**src/rtl/pipe_pkg.sv**
```systemverilog
// Shared widths and occupancy encoding for the skid-buffered pipeline register.
// MAIN valid is bit 0, SKID valid is bit 1 of the occupancy code.
package pipe_pkg;
  localparam int DATA_W_D   = 32;
  localparam int NUM_DATA_D = 2;
  localparam int CTRL_W_D   = 2;
  localparam int WN_W_D     = 5;
  localparam int STALL_W    = 16;

  typedef enum logic [1:0] {
    EMPTY = 2'b00,
    ONE   = 2'b01,
    FULL  = 2'b11
  } occ_e;
endpackage

```
**src/rtl/pipe_entry_reg.sv**
```systemverilog
// Load-enabled holding register for one pipeline entry (ctrl, wn, data).
// ctrl has its own synchronous clear so a flushed entry can never write back.
module pipe_entry_reg #(
  parameter int CTRL_W = 2,
  parameter int WN_W   = 5,
  parameter int D_W    = 64
) (
  input  logic              clk,
  input  logic              rst,
  input  logic              load_i,
  input  logic              clr_ctrl_i,
  input  logic [CTRL_W-1:0] ctrl_i,
  input  logic [WN_W-1:0]   wn_i,
  input  logic [D_W-1:0]    data_i,
  output logic [CTRL_W-1:0] ctrl_o,
  output logic [WN_W-1:0]   wn_o,
  output logic [D_W-1:0]    data_o
);
  logic [CTRL_W-1:0] ctrl_q;
  logic [WN_W-1:0]   wn_q;
  logic [D_W-1:0]    data_q;

  always_ff @(posedge clk or negedge rst) begin
    if (!rst) begin
      ctrl_q <= '0;
      wn_q   <= '0;
      data_q <= '0;
    end else begin
      if (clr_ctrl_i)  ctrl_q <= '0;
      else if (load_i) ctrl_q <= ctrl_i;
      if (load_i) begin
        wn_q   <= wn_i;
        data_q <= data_i;
      end
    end
  end

  assign ctrl_o = ctrl_q;
  assign wn_o   = wn_q;
  assign data_o = data_q;
endmodule

```
**src/rtl/pipe_skid_reg.sv**
```systemverilog
// Two-entry skid pipeline register: MAIN drives the outputs, SKID absorbs
// one extra entry so in_ready depends only on registered state.
module pipe_skid_reg
  import pipe_pkg::*;
#(
  parameter int DATA_W   = DATA_W_D,
  parameter int NUM_DATA = NUM_DATA_D,
  parameter int CTRL_W   = CTRL_W_D,
  parameter int WN_W     = WN_W_D
) (
  input  logic                       clk,
  input  logic                       rst,
  input  logic                       en_reg,
  input  logic                       flush,
  input  logic                       in_valid,
  output logic                       in_ready,
  input  logic [CTRL_W-1:0]          in_ctrl,
  input  logic [WN_W-1:0]            in_wn,
  input  logic [NUM_DATA*DATA_W-1:0] in_data,
  output logic                       out_valid,
  input  logic                       out_ready,
  output logic [CTRL_W-1:0]          out_ctrl,
  output logic [WN_W-1:0]            out_wn,
  output logic [NUM_DATA*DATA_W-1:0] out_data,
  output logic [STALL_W-1:0]         stall_cnt
);
  localparam int D_W = NUM_DATA * DATA_W;

  logic main_v_q, main_v_d;
  logic skid_v_q, skid_v_d;
  logic [STALL_W-1:0] stall_q;

  logic main_load, skid_load, main_from_skid;
  logic push, pop;
  occ_e occ;

  logic [CTRL_W-1:0] main_ctrl, skid_ctrl, main_ctrl_in;
  logic [WN_W-1:0]   main_wn, skid_wn, main_wn_in;
  logic [D_W-1:0]    main_data, skid_data, main_data_in;

  assign occ       = occ_e'({skid_v_q, main_v_q});
  assign in_ready  = en_reg & ~skid_v_q;
  assign out_valid = en_reg & main_v_q;
  assign push      = in_valid & in_ready;
  assign pop       = out_valid & out_ready;

  always_comb begin
    main_v_d       = main_v_q;
    skid_v_d       = skid_v_q;
    main_load      = 1'b0;
    skid_load      = 1'b0;
    main_from_skid = 1'b0;
    if (flush) begin
      main_v_d = 1'b0;
      skid_v_d = 1'b0;
    end else if (en_reg) begin
      unique case (occ)
        EMPTY: begin
          main_load = push;
          main_v_d  = push;
        end
        ONE: begin
          if (push && !pop) begin
            skid_load = 1'b1;
            skid_v_d  = 1'b1;
          end else if (pop && !push) begin
            main_v_d = 1'b0;
          end else if (push && pop) begin
            main_load = 1'b1;
          end
        end
        FULL: begin
          if (pop) begin
            main_load      = 1'b1;
            main_from_skid = 1'b1;
            skid_v_d       = 1'b0;
          end
        end
        default: begin
          main_v_d = 1'b0;
          skid_v_d = 1'b0;
        end
      endcase
    end
  end

  assign main_ctrl_in = main_from_skid ? skid_ctrl : in_ctrl;
  assign main_wn_in   = main_from_skid ? skid_wn   : in_wn;
  assign main_data_in = main_from_skid ? skid_data : in_data;

  always_ff @(posedge clk or negedge rst) begin
    if (!rst) begin
      main_v_q <= 1'b0;
      skid_v_q <= 1'b0;
      stall_q  <= '0;
    end else begin
      main_v_q <= main_v_d;
      skid_v_q <= skid_v_d;
      // Counts independently of flush; saturates rather than wraps.
      if (en_reg && main_v_q && !out_ready && stall_q != '1)
        stall_q <= stall_q + 1'b1;
    end
  end

  pipe_entry_reg #(
    .CTRL_W(CTRL_W), .WN_W(WN_W), .D_W(D_W)
  ) u_main (
    .clk       (clk),
    .rst       (rst),
    .load_i    (main_load),
    .clr_ctrl_i(flush),
    .ctrl_i    (main_ctrl_in),
    .wn_i      (main_wn_in),
    .data_i    (main_data_in),
    .ctrl_o    (main_ctrl),
    .wn_o      (main_wn),
    .data_o    (main_data)
  );

  pipe_entry_reg #(
    .CTRL_W(CTRL_W), .WN_W(WN_W), .D_W(D_W)
  ) u_skid (
    .clk       (clk),
    .rst       (rst),
    .load_i    (skid_load),
    .clr_ctrl_i(flush),
    .ctrl_i    (in_ctrl),
    .wn_i      (in_wn),
    .data_i    (in_data),
    .ctrl_o    (skid_ctrl),
    .wn_o      (skid_wn),
    .data_o    (skid_data)
  );

  assign out_ctrl  = out_valid ? main_ctrl : '0;
  assign out_wn    = main_wn;
  assign out_data  = main_data;
  assign stall_cnt = stall_q;
endmodule

```
**config.mk**
```make
export PLATFORM = sky130hd
export DESIGN_NAME = pipe_skid_reg
export DESIGN_NICKNAME = d
export VERILOG_FILES = /design/src/rtl/pipe_pkg.sv /design/src/rtl/pipe_entry_reg.sv /design/src/rtl/pipe_skid_reg.sv
export SDC_FILE = /design/constraint.sdc
export NUM_CORES = 1
export LEC_CHECK = 0
export ABC_CLOCK_PERIOD_IN_PS = 2160
export BUFFER_PORTS_ARGS = -buffer_cell sky130_fd_sc_hd__buf_2
export CORE_MARGIN = 4
export CORE_UTILIZATION = 30
export DETAILED_ROUTE_END_ITERATION = 8
export PLACE_DENSITY = 0.45
export SLEW_MARGIN = 20
export SYNTH_ARGS = -nofsm -noshare
export SYNTH_HDL_FRONTEND = slang
export SYNTH_HIERARCHICAL = 1
export SYNTH_SLANG_ARGS = --single-unit
```
**constraint.sdc**
```tcl
create_clock -name clk -period 2.16 [get_ports clk]
set_input_delay 0.216 -clock clk [delete_from_list [all_inputs] [get_ports clk]]
set_output_delay 0.216 -clock clk [all_outputs]
set_load 0.01 [all_outputs]
```
---- Word-level counts from Yosys, hierarchy flattened ----
Index checks and enable logic that the tools add are counted.
storage, ports and cells
  register bits after elaboration ......... 160
  input port bits ......................... 77
  output and inout bits ................... 89
  word-level logic and storage cells ...... 71
cells by class
  add/sub/neg operators ................... 1
  equal/unequal tests ..................... 9
  mux-type cells .......................... 32
  bitwise operators ....................... 5
  reductions and logical operators ........ 15
operator list
  operator               number
  $mux 64                1
  $mux 1                 21
  $add 16x1->16 const B  1
  $ne 16x16->1 const B   1
  $mux 2                 6
  $ne 3x3->1 const B     4
  $pmux 1 s3             3
  $reduce_and 4->1       2
  $logic_and 1x1->1      6
  $reduce_bool 2->1      3
  $mux 5                 1
  $and 1x1->1            4
  $ne 2x2->1 const B     2
  $logic_not 1->1        3
  $eq 2x1->1 const B     1
  $eq 2x2->1 const B     1
  $logic_not 2->1        1
  $not 1->1              1

---- Logic depth before layout (Yosys ltp) ----
  depth after elaboration ................. 12
  mapped depth ............................ 7
  depth with buffers taken out ............ 6

---- By module ----
The synthesis kept the hierarchy.
modules (own cells, without submodules)
  module          times used  cells an instance  area an instance (µm²)  seq. area each (µm²)
  pipe_entry_reg  2           152                2987.9                  1776.7
  pipe_skid_reg   1           175                1808.0                  450.4

---- Worst setup path before layout ----
No wires, ideal clock.
  path type ............................... reg-to-reg
  start point ............................. register main_v_q
  end point ............................... register u_skid.data_q[0], in the netlist u_skid/data_o[0]
  library setup time ...................... 125 ps
  data arrival time ....................... 1683 ps
  required time ........................... 2035 ps
  path slack .............................. 352 ps
  stages on the path, launching flop included .. 7
  path buffers ............................ 3
  period minus slack after synthesis ...... 1808 ps
  path through ............................ dfrtp_1 nand3b_1 clkbuf_1 nor4b_1 buf_6 buf_12 mux2_4
between the ends
  word-level cells in the longest chain between the ends .. 8
  elaborated cells on any way between the ends .. 9
  those cells by class .................... eq/ne (1); mux (4); bitwise (2); reduce/logical (2)
RTL lines
  what                      line                  source
  start: declaration        pipe_skid_reg.sv:29   logic main_v_q, main_v_d;
  start signal: assignment  pipe_skid_reg.sv:97   main_v_q <= main_v_d;
  $and 1x1->1               pipe_skid_reg.sv:43   assign out_valid = en_reg & main_v_q;
  $and 1x1->1               pipe_skid_reg.sv:45   assign pop = out_valid & out_ready;
  $logic_not 1->1           pipe_skid_reg.sv:63   if (push && !pop) begin
  $logic_and 1x1->1         pipe_skid_reg.sv:63
  $mux 1                    pipe_skid_reg.sv:63
  $mux 1 (*)                pipe_skid_reg.sv:57   unique case (occ)
  $mux 1 (*)                pipe_skid_reg.sv:56   end else if (en_reg) begin
  $mux 1 (*)                pipe_skid_reg.sv:53   if (flush) begin
  named net skid_load       pipe_skid_reg.sv:33   logic main_load, skid_load, main_from_skid;
  end signal: assignment    pipe_entry_reg.sv:33  data_q <= data_i;
  end: declaration          pipe_entry_reg.sv:21  logic [D_W-1:0] data_q;
Mark *: on every way through the listed nets, which the timed path passes. The rest lies on a longest branch.
A chain may end at the register's enable or synchronous reset.

---- Worst setup path in the final report ----
  start point ............................. register main_v_q
  end point ............................... register u_main.wn_q[4], in the netlist u_main/wn_o[4]
between the ends
  word-level cells in the longest chain between the ends .. 9
  elaborated cells on any way between the ends .. 20
  those cells by class .................... eq/ne (2); mux (11); bitwise (2); reduce/logical (5)
RTL lines
  what                    line                  source
  $and 1x1->1             pipe_skid_reg.sv:43
  $and 1x1->1             pipe_skid_reg.sv:45
  $logic_and 1x1->1       pipe_skid_reg.sv:68   end else if (push && pop) begin
  $mux 1                  pipe_skid_reg.sv:68
  $mux 1                  pipe_skid_reg.sv:66   end else if (pop && !push) begin
  $mux 1                  pipe_skid_reg.sv:63
  $pmux 1 s3 (*)          pipe_skid_reg.sv:57
  $mux 1 (*)              pipe_skid_reg.sv:56
  $mux 1 (*)              pipe_skid_reg.sv:53
  named net main_load     pipe_skid_reg.sv:33
  end signal: assignment  pipe_entry_reg.sv:32  wn_q <= wn_i;
  end: declaration        pipe_entry_reg.sv:20  logic [WN_W-1:0] wn_q;
Marks and branches as above.

==> flow_metrics.tcl <==
set metrics [dict create \
    clk_latency_ps 420 \
    slew_viol_final 0 \
    final_cell_area_sq_um 9570 \
    io_buffer_count 165 \
    drc 0 \
    dp_hpwl_um 11900 \
    muxShareOfSynthArea_pct 37.7 \
    die_area_sq_um 28600 \
    crit_fanout 13 \
    synthArstFlopShare_pct 100 \
    synth_area_sq_um 7780 \
    synth_fp_nets 557 \
    synth_top_area_share_pct 51.4 \
    root_buffer "clkbuf_16" \
    holdWs_ps 38.5 \
    placed_cells 973 \
    detail_route.wl_per_cell_um 17.4 \
    cp_slowest_cell "dfrtp_1" \
    cts_buffers 17 \
    yosys.cell_types.count 39 \
    critPathKind "register to register" \
    yosysWarnings 6 \
    hold_start "in_data[54]" \
    synthAdderAreaFrac_pct 0.161 \
    final_nets 741 \
    syn_to_final_growth_pct 22.9 \
    syn_inst 479 \
    crit_arrival_ps 2290 \
    hold_path.class "input port to register" \
    drv_cap 0 \
    antenna_found_initial 2 \
    max_slew_margin_pct 63.3 \
    grt_start_max_net_pins 53 \
    start_kind "register" \
    synth_area_leaders "dfrtp_1 (51%), mux2_4 (26%), mux2_2 (11%)" \
    critPathTopFamily "buffers and inverters" \
    rows 58 \
    clk_pin_slew_ps 70 \
    dieWidth_um 169 \
    postCtsSetupRepairBufs 0 \
    drt_iter0_markers 118 \
    crit_chain "inv_1 > o21ai_0 > a2111oi_2 > buf_4 > buf_4 > mux2_4" \
    fp.coreArea_sq_um 25300 \
    status "complete, no violations" \
    synth_top_family_by_area "multiplexers" \
    yosysTopAreaCell "dfrtp_1" \
    clock-sinks 160 \
    grt_overflow 0 \
    reg2reg_to "u_main/wn_o[4]$_DFFE_PN0P_" \
    reg2reg_from "main_v_q$_DFFE_PN0P_" \
    yosys.area_share.simple_pct 4.10 \
    place.gp.congestion 0.762 \
    placed_area_sq_um 8990 \
    cp-end-kind "register" \
    min_period_over_period_pct 91.9 \
    clock_path_buffers 2 \
    die_h_um 169 \
    grt_pass1_wl_um 28200 \
    hold-path-endpoint "u_skid/data_o[54]$_DFFE_PN0P_" \
    min_path_cells 2 \
    worst-path-buf-inv 3 \
    skew_ps 9.04 \
    worst_pin_slew_ps 550 \
    max_freq_mhz 504 \
    p_leak_uw 0.00452 \
    rsz0062_at_grt "false" \
    layout.cells.non_filler 1007 \
    layout_min_cycle_time_ps 1990 \
    start_util_pct 30.7 \
    synth_common_cells "dfrtp_1 (160), mux2_4 (136), mux2_2 (74), buf_12 (14), nor2_1 (11)" \
    critPathRequiredTime_ps 2460 \
    power_density_nw_per_um2 889 \
    peakVddDrop_v 0.000423 \
    synth.ff_latch_count 160 \
    setup_viol_count_final 0 \
    syn_avg_cell_area_sq_um 16.2 \
    reg2reg_slack_ps 170 \
    detail_route.first_pass.iterations 5 \
    cts_tree "yes" \
    synth-main-ff-cell "dfrtp_1" \
    tns_ps 0 \
    final-hold-violation-count 0 \
    ys_seq_area_share_pct 51.4 \
    slowest_delay_ps 430 \
    grt_pass1_vias 5018 \
    grt_usage_pct 12.4 \
    layout-drive-gt1-share_pct 64.5 \
    vias_per_cell 4.49 \
    synth-edff-count 0 \
    htreeDepth 4 \
    io_pins 166 \
    antenna_left 0 \
    vias 4522 \
    synth_compound_area_share_pct 0.900 \
    worst_path_most_repeated_cell "buf_4" \
    wl_um 17500 \
    synthXorXnorAreaFrac_pct 1.13 \
    rr_worst_depth 6 \
    synthMostInstantiatedCell "dfrtp_1" \
]
==> power by group <==
part / switching, uW / total, uW / internal (uW)
sequential: 330 / 3880 / 3550
clock: 1310 / 2910 / 1610
combinational: 646 / 1710 / 1070
total: 2280 / 8510 / 6220
==> kinds of logic (layout without fill, tap and decap cells) <==
| group | count (synthesis) | in the layout |
|---|---|---|
| AOI/OAI and AO/OA | 11 | 11 |
| xor gates and xnor gates | 10 | 10 |
| adders and majority gates | 1 | 1 |
| buffers and inverters | 27 | 224 |
| DFF | 160 | 160 |
| muxes | 216 | 216 |
| other | 0 | 1 |
| and+or+nand+nor | 54 | 54 |
==> cells in the final DEF (no fill, tap or decap), types with 9 or more instances in the layout <==
master and instances:
buf_4 14, buf_2 164, mux2_4 136, buf_12 9, clkbuf_16 17, dfrtp_1 160
nor2_1 11, mux2_2 74
==> how the worst max path moves through the flow <==
stage                         start                            end  cells past startpoint
6_report       main_v_q$_DFFE_PN0P_     u_main/wn_o[4]$_DFFE_PN0P_                      6
3_3_place_gp   main_v_q$_DFFE_PN0P_  u_main/data_o[49]$_DFFE_PN0P_                      6
5_1_grt        main_v_q$_DFFE_PN0P_     u_main/wn_o[4]$_DFFE_PN0P_                      6
3_5_place_dp   main_v_q$_DFFE_PN0P_     u_main/wn_o[0]$_DFFE_PN0P_                      6
2_1_floorplan  main_v_q$_DFFE_PN0P_   u_skid/data_o[0]$_DFFE_PN0P_                      6
4_1_cts        main_v_q$_DFFE_PN0P_  u_main/data_o[56]$_DFFE_PN0P_                      6
==> worst reg2reg max path: stages (launching register included) <==
cell and delay [ps]:
dfrtp_1 430, inv_1 100, o21ai_0 130, a2111oi_2 390, buf_4 210, buf_4 280, mux2_4 340
==> sequential cells by signal, indices dropped and copies added (netlist names) <==
| register | cells |
|---|---|
| main_v_q | 1 |
| skid_v_q | 1 |
| stall_cnt | 16 |
| u_main/ctrl_o | 2 |
| u_main/data_o | 64 |
| u_main/wn_o | 5 |
| u_skid/ctrl_o | 2 |
| u_skid/data_o | 64 |
| u_skid/wn_o | 5 |
==> metrics by stage <==
stage	total power (uW)	utilization (%)	setup WS (ps)
2_1_floorplan	4960	-	352
3_3_place_gp	5620	35.5	183
3_5_place_dp	5660	35.5	163
4_1_cts	8680	37.8	147
5_1_grt	8980	37.8	16.4
6_report	8510	37.8	174
==> cell type report <==
class	instances	area, sq um
Inverter	2	7.51
Clock buffer	18	429
Clock inverter	14	130
Timing Repair Buffer	190	1140
Fill cell	2405	15800
Antenna cell	1	2.50
Multi-Input combinational cell	292	3440
Tap cell	330	413
Sequential cell	160	4000
==> repair_timing <==
item	CTS	global route
setup endpoints to repair	0	15
hold buffers	1	0
endpoints found under the hold margin	46	0
gates resized for setup	0	1
==> metal layers <==
metal	vias to the layer above	wire length (um)	track usage, %
li1	2103	-	-
met1	2312	7970	16.0
met3	8	892	3.60
met5	-	7	0
met4	2	91	3.64
met2	97	8510	20.3
Note: power is estimated with default switching activity, not from simulation.
